--- src/rtl/zeroriscy_d_pkg.sv ---
// Shared types, geometry and lane helpers for the zero-riscy data SRAM bridge.
package zeroriscy_d_pkg;

  localparam int unsigned LINE_WORDS = 8;
  localparam int unsigned WORD_BITS  = 32;
  localparam int unsigned LINE_BITS  = 256;
  localparam int unsigned LINE_IDX_W = 12;
  localparam int unsigned WORD_IDX_W = 3;
  localparam int unsigned BE_W       = 4;

  typedef enum logic {
    IDLE,
    FILL
  } state_e;

  // Word 0 sits in the most significant lane of the SRAM line.
  function automatic int unsigned lane_lsb(input logic [WORD_IDX_W-1:0] k);
    return WORD_BITS * (LINE_WORDS - 1 - 32'(k));
  endfunction

  function automatic logic [WORD_BITS-1:0] line_lane(input logic [LINE_BITS-1:0] line,
                                                     input logic [WORD_IDX_W-1:0] k);
    return line[lane_lsb(k) +: WORD_BITS];
  endfunction

endpackage

--- src/rtl/zeroriscy_d_linebuf.sv ---
// One-line read buffer: full-line load, byte-masked word write, tag compare, word read.
module zeroriscy_d_linebuf
  import zeroriscy_d_pkg::*;
(
  input  logic                  clk,
  input  logic                  rst_n,
  input  logic                  load_en_i,
  input  logic [LINE_BITS-1:0]  load_line_i,
  input  logic [LINE_IDX_W-1:0] load_tag_i,
  input  logic                  wr_en_i,
  input  logic [WORD_IDX_W-1:0] wr_word_i,
  input  logic [BE_W-1:0]       wr_be_i,
  input  logic [WORD_BITS-1:0]  wr_data_i,
  input  logic [LINE_IDX_W-1:0] lookup_tag_i,
  input  logic [WORD_IDX_W-1:0] rd_word_i,
  output logic                  hit_c,
  output logic [WORD_BITS-1:0]  rd_data_c
);

  logic [LINE_BITS-1:0]  data_q, data_d;
  logic [LINE_IDX_W-1:0] tag_q, tag_d;
  logic                  valid_q, valid_d;

  assign hit_c     = valid_q && (tag_q == lookup_tag_i);
  assign rd_data_c = line_lane(data_q, rd_word_i);

  always_comb begin
    data_d  = data_q;
    tag_d   = tag_q;
    valid_d = valid_q;
    if (load_en_i) begin
      data_d  = load_line_i;
      tag_d   = load_tag_i;
      valid_d = 1'b1;
    end else if (wr_en_i) begin
      for (int b = 0; b < int'(BE_W); b++) begin
        if (wr_be_i[b]) data_d[lane_lsb(wr_word_i) + 8*b +: 8] = wr_data_i[8*b +: 8];
      end
    end
  end

  always_ff @(posedge clk or negedge rst_n) begin
    if (!rst_n) begin
      data_q  <= '0;
      tag_q   <= '0;
      valid_q <= 1'b0;
    end else begin
      data_q  <= data_d;
      tag_q   <= tag_d;
      valid_q <= valid_d;
    end
  end

endmodule

--- src/rtl/zeroriscy_d_sram_ctrl.sv ---
// LSU data port to 8-word-wide data SRAM bridge with a single-line read buffer.
module zeroriscy_d_sram_ctrl
  import zeroriscy_d_pkg::*;
#(
  parameter logic [31:0] BASE_ADDR = 32'h0002_0000
) (
  input  logic                  clk,
  input  logic                  rst_n,
  input  logic                  data_req_i,
  output logic                  data_gnt_o,
  input  logic [31:0]           data_addr_i,
  input  logic                  data_we_i,
  input  logic [BE_W-1:0]       data_be_i,
  input  logic [WORD_BITS-1:0]  data_wdata_i,
  output logic                  data_rvalid_o,
  output logic [WORD_BITS-1:0]  data_rdata_o,
  output logic                  data_err_o,
  output logic [LINE_IDX_W-1:0] sram_addr_o,
  output logic [LINE_WORDS-1:0] sram_cs_o,
  output logic                  sram_we_o,
  output logic [BE_W-1:0]       sram_be_o,
  output logic [WORD_BITS-1:0]  sram_din_o,
  input  logic [LINE_BITS-1:0]  sram_dout_i
);

  state_e                state_q, state_d;
  logic [LINE_IDX_W-1:0] fill_tag_q, fill_tag_d;
  logic [WORD_IDX_W-1:0] fill_word_q, fill_word_d;
  logic                  rvalid_q, rvalid_d;
  logic [WORD_BITS-1:0]  rdata_q, rdata_d;
  logic                  err_q, err_d;

  logic                  in_range;
  logic [LINE_IDX_W-1:0] line_idx;
  logic [WORD_IDX_W-1:0] word_idx;
  logic                  buf_load, buf_wr, buf_hit;
  logic [WORD_BITS-1:0]  buf_word;
  logic                  unused_addr_lsb;

  assign in_range        = (data_addr_i[31:17] == BASE_ADDR[31:17]);
  assign line_idx        = data_addr_i[16:5];
  assign word_idx        = data_addr_i[4:2];
  assign unused_addr_lsb = ^data_addr_i[1:0];

  // Reset gates the grant so nothing reaches the SRAM while rst_n is low.
  assign data_gnt_o = rst_n && (state_q == IDLE) && data_req_i;

  zeroriscy_d_linebuf u_linebuf (
    .clk          (clk),
    .rst_n        (rst_n),
    .load_en_i    (buf_load),
    .load_line_i  (sram_dout_i),
    .load_tag_i   (fill_tag_q),
    .wr_en_i      (buf_wr),
    .wr_word_i    (word_idx),
    .wr_be_i      (data_be_i),
    .wr_data_i    (data_wdata_i),
    .lookup_tag_i (line_idx),
    .rd_word_i    (word_idx),
    .hit_c        (buf_hit),
    .rd_data_c    (buf_word)
  );

  always_comb begin
    state_d     = state_q;
    fill_tag_d  = fill_tag_q;
    fill_word_d = fill_word_q;
    rvalid_d    = 1'b0;
    rdata_d     = '0;
    err_d       = 1'b0;
    sram_addr_o = '0;
    sram_cs_o   = '0;
    sram_we_o   = 1'b0;
    sram_be_o   = '0;
    sram_din_o  = '0;
    buf_load    = 1'b0;
    buf_wr      = 1'b0;
    unique case (state_q)
      FILL: begin
        buf_load = 1'b1;
        rvalid_d = 1'b1;
        rdata_d  = line_lane(sram_dout_i, fill_word_q);
        state_d  = IDLE;
      end
      default: begin
        if (data_gnt_o) begin
          if (!in_range) begin
            rvalid_d = 1'b1;
            err_d    = 1'b1;
          end else if (data_we_i) begin
            // Write-through: SRAM always written, buffer merged only on a hit.
            sram_addr_o = line_idx;
            sram_cs_o   = LINE_WORDS'(1'b1) << word_idx;
            sram_we_o   = 1'b1;
            sram_be_o   = data_be_i;
            sram_din_o  = data_wdata_i;
            buf_wr      = buf_hit;
            rvalid_d    = 1'b1;
          end else if (buf_hit) begin
            rvalid_d = 1'b1;
            rdata_d  = buf_word;
          end else begin
            sram_addr_o = line_idx;
            sram_cs_o   = '1;
            fill_tag_d  = line_idx;
            fill_word_d = word_idx;
            state_d     = FILL;
          end
        end
      end
    endcase
  end

  always_ff @(posedge clk or negedge rst_n) begin
    if (!rst_n) begin
      state_q     <= IDLE;
      fill_tag_q  <= '0;
      fill_word_q <= '0;
      rvalid_q    <= 1'b0;
      rdata_q     <= '0;
      err_q       <= 1'b0;
    end else begin
      state_q     <= state_d;
      fill_tag_q  <= fill_tag_d;
      fill_word_q <= fill_word_d;
      rvalid_q    <= rvalid_d;
      rdata_q     <= rdata_d;
      err_q       <= err_d;
    end
  end

  assign data_rvalid_o = rvalid_q;
  assign data_rdata_o  = rdata_q;
  assign data_err_o    = err_q;

endmodule

--- config.mk ---
export PLATFORM = sky130hd
export DESIGN_NAME = zeroriscy_d_sram_ctrl
export DESIGN_NICKNAME = d
export VERILOG_FILES = /design/src/rtl/zeroriscy_d_pkg.sv /design/src/rtl/zeroriscy_d_linebuf.sv /design/src/rtl/zeroriscy_d_sram_ctrl.sv
export SDC_FILE = /design/constraint.sdc
export NUM_CORES = 1
export LEC_CHECK = 0
export ABC_CLOCK_PERIOD_IN_PS = 2400
export CAP_MARGIN = 20
export CORE_UTILIZATION = 40
export CTS_CLUSTER_SIZE = 20
export DETAILED_ROUTE_END_ITERATION = 6
export GPL_TIMING_DRIVEN = 0
export HOLD_SLACK_MARGIN = 0.1
export PLACE_DENSITY = 0.8
export SYNTH_ARGS = -nofsm -noshare
export SYNTH_HDL_FRONTEND = slang
export SYNTH_SLANG_ARGS = --single-unit
--- constraint.sdc ---
create_clock -name clk -period 2.4 [get_ports clk]
set_clock_uncertainty 0.15 [all_clocks]
set_input_delay 0.24 -clock clk [delete_from_list [all_inputs] [get_ports clk]]
set_output_delay 0.24 -clock clk [all_outputs]
set_load 0.01 [all_outputs]
# Word level (Yosys, flattened, before mapping)
# Cells that the tools add are included.
# word_totals
register_bits	319
in_bits	328
output_inout_bits	92
word_cells	100
# op_classes
eq_ne	2
addsub	9
reduce_logical	5
muxes	61
bitwise	3
shifts	11
# op_table
op	n
$mux W256	12
$bwmux W256	4
$shift A8 B34 Y256 const A	4
$shiftx A8 B34 Y256	4
$shiftx A256 B33 Y32	2
$mux W32	9
$neg A32 Y34	4
$add A32 B5 Y32 const B	2
$mux W12	5
$mux W8	5
$add A32 B4 Y32 const B	1
$mux W1	22
$mux W4	4
$eq A15 B1 Y1 const B	1
$eq A12 B12 Y1	1
$shl A1 B3 Y8 const A	1
$sub A3 B3 Y4 const A	2
$reduce_and A5 Y1	1
$logic_and A1 B1 Y1	3
$not A1 Y1	3
$reduce_bool A2 Y1	1

# Logic depth before layout (Yosys ltp)
# depth
word_depth	20
ltp_mapped	11
ltp_nobuf	7

# Modules after synthesis
# A second synthesis with hierarchy kept.
# hier_totals
cells_unflattened	1765
area_unflattened_um2	19779.0
# by_module_without_submodules
module	area_each_um2	seq_area_each_um2	n_inst	cells_each
zeroriscy_d_linebuf	15338.5	6731.5	1	1362
zeroriscy_d_sram_ctrl	4440.5	1251.2	1	403

# Worst setup path after synthesis
# OpenSTA, ideal clock, no wires.
# synth_path
path_kind	input to register
from	input port data_addr_i[4]
to	register u_linebuf.data_q[32]
path_stages	10
n_path_buf	3
setup_time_ns	0.082
path_slack_ns	-0.608
t_arrival_ns	2.776
cell_sequence	clkbuf_1 -> buf_1 -> inv_2 -> buf_1 -> ha_1 -> nor2_1 -> nand2_1 -> nor4_1 -> nand4_1 -> a31oi_1
# synth_between
elab_chain_len	19
elab_cells_between_ends	32
cone_classes	add/sub (8); shift (8); mux (16)
# synth_rtl
item	line	source
from (decl)	zeroriscy_d_sram_ctrl.sv:11	input logic [31:0] data_addr_i,
$sub A3 B3 Y4 (*)	zeroriscy_d_pkg.sv:18	return WORD_BITS * (LINE_WORDS - 1 - 32'(k));
parallel branches: the longest is 15 deep, another holds $neg A32 Y34	n/a	
$mux W256 (*)	zeroriscy_d_linebuf.sv:37	if (wr_be_i[b]) data_d[lane_lsb(wr_word_i) + 8*b +: 8] = wr_data_i[8*b +: 8];
$mux W256 (*)	zeroriscy_d_linebuf.sv:35	end else if (wr_en_i) begin
$mux W256 (*)	zeroriscy_d_linebuf.sv:31	if (load_en_i) begin
to (signal assigned)	zeroriscy_d_linebuf.sv:48	data_q <= data_d;
to (decl)	zeroriscy_d_linebuf.sv:20	logic [LINE_BITS-1:0] data_q, data_d;
# Mark *: on every way between the ends. The select of a mux whose other input is x is not followed.
# A chain may end at the register's enable or synchronous reset.

# Worst setup path in the final report
# layout_path
from	register u_linebuf.tag_q[4]
to	output port sram_addr_o[2]
# layout_between
elab_chain_len	7
# layout_rtl
item	line	source
from (decl)	zeroriscy_d_linebuf.sv:21	logic [LINE_IDX_W-1:0] tag_q, tag_d;
from (signal assigned)	zeroriscy_d_linebuf.sv:49	tag_q <= tag_d;
$eq A12 B12 Y1	zeroriscy_d_linebuf.sv:24	assign hit_c = valid_q && (tag_q == lookup_tag_i);
$logic_and A1 B1 Y1	zeroriscy_d_linebuf.sv:24	
$mux W12	zeroriscy_d_sram_ctrl.sv:99	end else if (buf_hit) begin
$mux W12	zeroriscy_d_sram_ctrl.sv:90	end else if (data_we_i) begin
$mux W12	zeroriscy_d_sram_ctrl.sv:87	if (!in_range) begin
$mux W12	zeroriscy_d_sram_ctrl.sv:86	if (data_gnt_o) begin
$mux W12	zeroriscy_d_sram_ctrl.sv:78	unique case (state_q)
to (decl)	zeroriscy_d_sram_ctrl.sv:18	output logic [LINE_IDX_W-1:0] sram_addr_o,
# Every way passes these cells.

==> summary.md <==
| Metric | Value |
|---|---|
| Mean Syn Cell Area | `12.80 um2` |
| Fraction of final layout cells with drive strength greater than 1 | `41.71%` |
| Nets@finish | `2376` |
| Setup TNS after final layout | `-58860 ps` |
| Max clock buf depth | `3` |
| Placer's final routability congestion estimate | `0.9358` |
| Number of DRC markers in iteration 0 | `2296` |
| Number of antenna violations at the first check in global routing | `4` |
| Max_slew headroom | `26.85%` |
| Total congestion overflow | `0` |
| Gate Count Post-Synth | `1507` |
| Max-cap viol count | `0` |
| Count of nets left with antenna violations after detail routing | `0` |
| Critical register-to-register path startpoint | `u_linebuf.tag_q[4]` |
| Status | `finished with violations` |
| Time the final worst path needs with I/O delays and setup | `3004 ps` |
| GRT Resource Usage Total | `33.69%` |
| Crit path launch | `u_linebuf.tag_q[4]` |
| Violated checks | `DRC, hold timing, setup timing` |
| Worst Setup Path Type | `flop to output port` |
| Setup repair after global routing missed its margin | `yes` |
| Hold violation total from the final report | `169` |
| Total power after layout | `12950 uW` |
| Commonest non-fill, non-tap cells in the layout | `sky130_fd_sc_hd__dfrtp_1 (318), sky130_fd_sc_hd__clkdlybuf4s50_1 (310), sky130_fd_sc_hd__a22o_1 (232)` |
| Num CTS Buffers | `38` |
| Count of different cell masters after synthesis | `41` |
| Via count of the first global-routing pass | `18230` |
| Warnings from Yosys | `0` |
| Leading cell type in the layout, fill and taps excluded | `sky130_fd_sc_hd__dfrtp_1` |
| Setup WS post-layout | `-604.3 ps` |
| Tightest Hold Check Type | `input pin to asynchronous set/reset pin` |
| Total number of placement rows | `80` |
| Fmax | `332.9 MHz` |
| Post-synthesis sequential element count | `319` |
| Count of clock tree sinks | `319` |
| Slew at the pin with the worst max-slew slack | `1097 ps` |
| Final period utilization | `125.2%` |
| Filler cells | `3630` |
| Area of the mapped netlist | `19280 um2` |
| Arrival time at the worst endpoint | `2610 ps` |
| Y dimension of the die | `221.6 um` |
| Root cell of the clock tree | `sky130_fd_sc_hd__clkbuf_16` |
| Series of cell instances along the critical path | `xnor2_1, nand4_1, or4_4, o21a_4, buf_8, and2_4, buf_6` |
| Drt drc | `1` |
| Number of slew-limit violations in the final report | `0` |
| Via count normalized by instance count | `6.670` |
| Hold slack final | `-572.1 ps` |
| Core area | `47650 um2` |
| Clock tree from TritonCTS | `done` |
| Final setup viols | `304` |
| Detailed-router iteration count before antenna repair | `7` |
| Crit path buf inv count | `2` |
| Kind of end point of the critical path | `output port` |
| Synth Net Count | `1842` |
| Kind of cell adding the most delay to the critical path | `simple AND/OR/NAND/NOR gates` |
| Starting utilization of the core area | `40.48%` |
| Maximum single-stage delay on the critical path | `630 ps` |
| Routed wirelength normalized by instance count | `31.99 um` |
| Clock-pin transition on the worst setup and hold timing paths | `60 ps` |
| Power density cells | `450.9 nW/um2` |
| Critical path peak fanout | `5` |
| Largest net degree at the start of global routing | `121` |
| Fraction of the yosys area taken by sequential cells | `41.39%` |
| Leakage | `0.01233 uW` |
| Overall via count from detail_route | `17930` |
| Overall die area | `49090 um2` |
| Latest clock arrival within the worst-skew pair | `570 ps` |
| Detailed Route WL | `85980 um` |
| Horizontal die dimension | `221.6 um` |
| Total of buffers placed on input and output ports | `381` |
| Sum of net half-perimeters after detailed placement | `57650 um` |
| Max rail drop VDD | `0.3431 mV` |
| Level count of the clock H-tree | `2` |
| Startpoint class of the critical path | `flop` |
| Wire length of the first global-routing pass | `121700 um` |
| Area overhead of the layout relative to synthesis | `48.89%` |
| Library cell contributing the largest single delay on the critical path | `sky130_fd_sc_hd__or4_4` |
| IO Pins | `420` |
| Worst Path Required | `2010 ps` |
## power breakdown
part	switching (uW)	leakage, uW	internal, uW	total [uW]
clock network	2460	0.000625	3540	6000
logic	790	0.00731	744	1530
registers	13.3	0.00440	5400	5410
total	3260	0.0123	9680	12900
## state kept, by name (all words and copies together) (netlist names)
signal             cells
u_linebuf.data_q     256
data_rdata_o          32
fill_tag_q            12
u_linebuf.tag_q       12
fill_word_q            3
data_err_o             1
data_rvalid_o          1
state_q                1
u_linebuf.valid_q      1
## routing by layer
| layer | GRT usage [%] | vias up | wire length (um) |
|---|---|---|---|
| li1 | - | 7038 | - |
| met1 | 44.54 | 9252 | 32640 |
| met3 | 6.666 | 250 | 8932 |
| met2 | 53.50 | 1390 | 40680 |
| met4 | 15.48 | 0 | 3721 |
| met5 | 0 | - | 0 |
## cells in the mapped netlist
library cell,number,area [um2]
sky130_fd_sc_hd__nand4_1,29,181.4
sky130_fd_sc_hd__nor2b_1,9,56.30
sky130_fd_sc_hd__nor4bb_1,1,10.01
sky130_fd_sc_hd__o22ai_1,32,200.2
sky130_fd_sc_hd__nor3_1,6,30.03
sky130_fd_sc_hd__a21oi_1,8,40.04
sky130_fd_sc_hd__xnor2_1,12,105.1
sky130_fd_sc_hd__nor4_2,1,12.51
sky130_fd_sc_hd__and3_1,6,37.54
sky130_fd_sc_hd__a22o_1,232,2032
sky130_fd_sc_hd__buf_2,21,105.1
sky130_fd_sc_hd__or3_1,1,6.260
sky130_fd_sc_hd__nor3b_1,2,15.01
sky130_fd_sc_hd__inv_2,1,3.750
sky130_fd_sc_hd__mux2i_1,64,640.6
sky130_fd_sc_hd__mux2_2,259,2917
sky130_fd_sc_hd__o41ai_4,1,27.53
sky130_fd_sc_hd__o21a_1,1,7.510
sky130_fd_sc_hd__and2_1,51,319.1
sky130_fd_sc_hd__nor2_2,1,6.260
sky130_fd_sc_hd__or2_2,1,6.260
sky130_fd_sc_hd__a41o_1,12,120.1
sky130_fd_sc_hd__nand3_1,8,40.04
sky130_fd_sc_hd__nand2_1,21,78.83
sky130_fd_sc_hd__nor4_1,8,50.05
sky130_fd_sc_hd__dfrtp_1,319,7983
sky130_fd_sc_hd__a31oi_1,24,150.1
sky130_fd_sc_hd__buf_4,3,22.52
sky130_fd_sc_hd__o21ai_1,1,5.000
sky130_fd_sc_hd__o21ai_0,24,120.1
sky130_fd_sc_hd__ha_1,7,87.58
sky130_fd_sc_hd__buf_1,57,214.0
sky130_fd_sc_hd__nor4b_1,1,8.760
sky130_fd_sc_hd__a31oi_2,6,75.07
sky130_fd_sc_hd__o311ai_0,1,8.760
sky130_fd_sc_hd__nor2_1,54,202.7
sky130_fd_sc_hd__or4_1,3,22.52
sky130_fd_sc_hd__a41oi_2,9,146.4
sky130_fd_sc_hd__clkbuf_1,73,274.0
sky130_fd_sc_hd__inv_1,9,33.78
sky130_fd_sc_hd__mux4_2,128,2883
## per-stage QoR
stage          instances  worst slack, ps  area, um2  hold WS (ps)  utilization, %
3_3_place_gp        2503           -14120      23940         306.0           50.24
4_1_cts             2649           -602.2      27500        -549.7           57.71
6_report            2688           -604.3      28710        -572.1           60.26
3_5_place_dp        2513            -2444      24090         140.6           50.57
2_1_floorplan       1507          -0.8407      19350        -205.6               -
5_1_grt             2688           -665.3      28710        -544.4           60.26
## cell type report
class	count	area, um2	share of cell area, %
tap	615	769.5	2.680
sequential	319	7984	27.81
antenna	4	10.01	0.03486
inverter	10	45.04	0.1569
clock buffer	61	1201	4.183
multi-input combinational	1024	12170	42.38
timing repair buffer	504	5488	19.11
buffer	144	977.2	3.403
clock inverter	7	68.82	0.2397
## path summary, 6_finish.rpt
check                                              to  slack (ps)  cells past startpoint
min in group clk                 u_linebuf.data_q[64]         130                      3
worst min register to register      u_linebuf.valid_q         340                      1
max in group asynchronous            data_rdata_o[25]        1280                      4
worst max register to register  u_linebuf.data_q[126]        -330                      8
worst max-delay path                   sram_addr_o[2]        -600                      7
worst min-delay path            u_linebuf.data_q[100]        -570                      1
## what timing repair did
item                                    in CTS  in global routing
buffers inserted                            57                 38
pin swaps                                   39                 48
hold buffers                                 9                  5
resized for setup                          673                231
cloned                                       7                  6
hold endpoints to repair                   343                168
endpoints found under the setup margin     372                373
## cell families (layout without fill, tap and decap cells)
kind of cell             count (synthesis)  count (layout)  share of synthesized area, %
AO/OA/AOI/OAI                          351             351                         15.21
adder cells (fa/ha/maj)                  7               7                        0.4541
XOR/XNOR                                12              12                        0.5450
multiplexers                           451             451                         33.39
buffers and inverters                  164             726                         3.387
flip-flops                             319             319                         41.39
AND/OR/NAND/NOR                        203             203                         5.619
other                                    0               4                             0
Note: power is estimated with default switching activity, not from simulation.
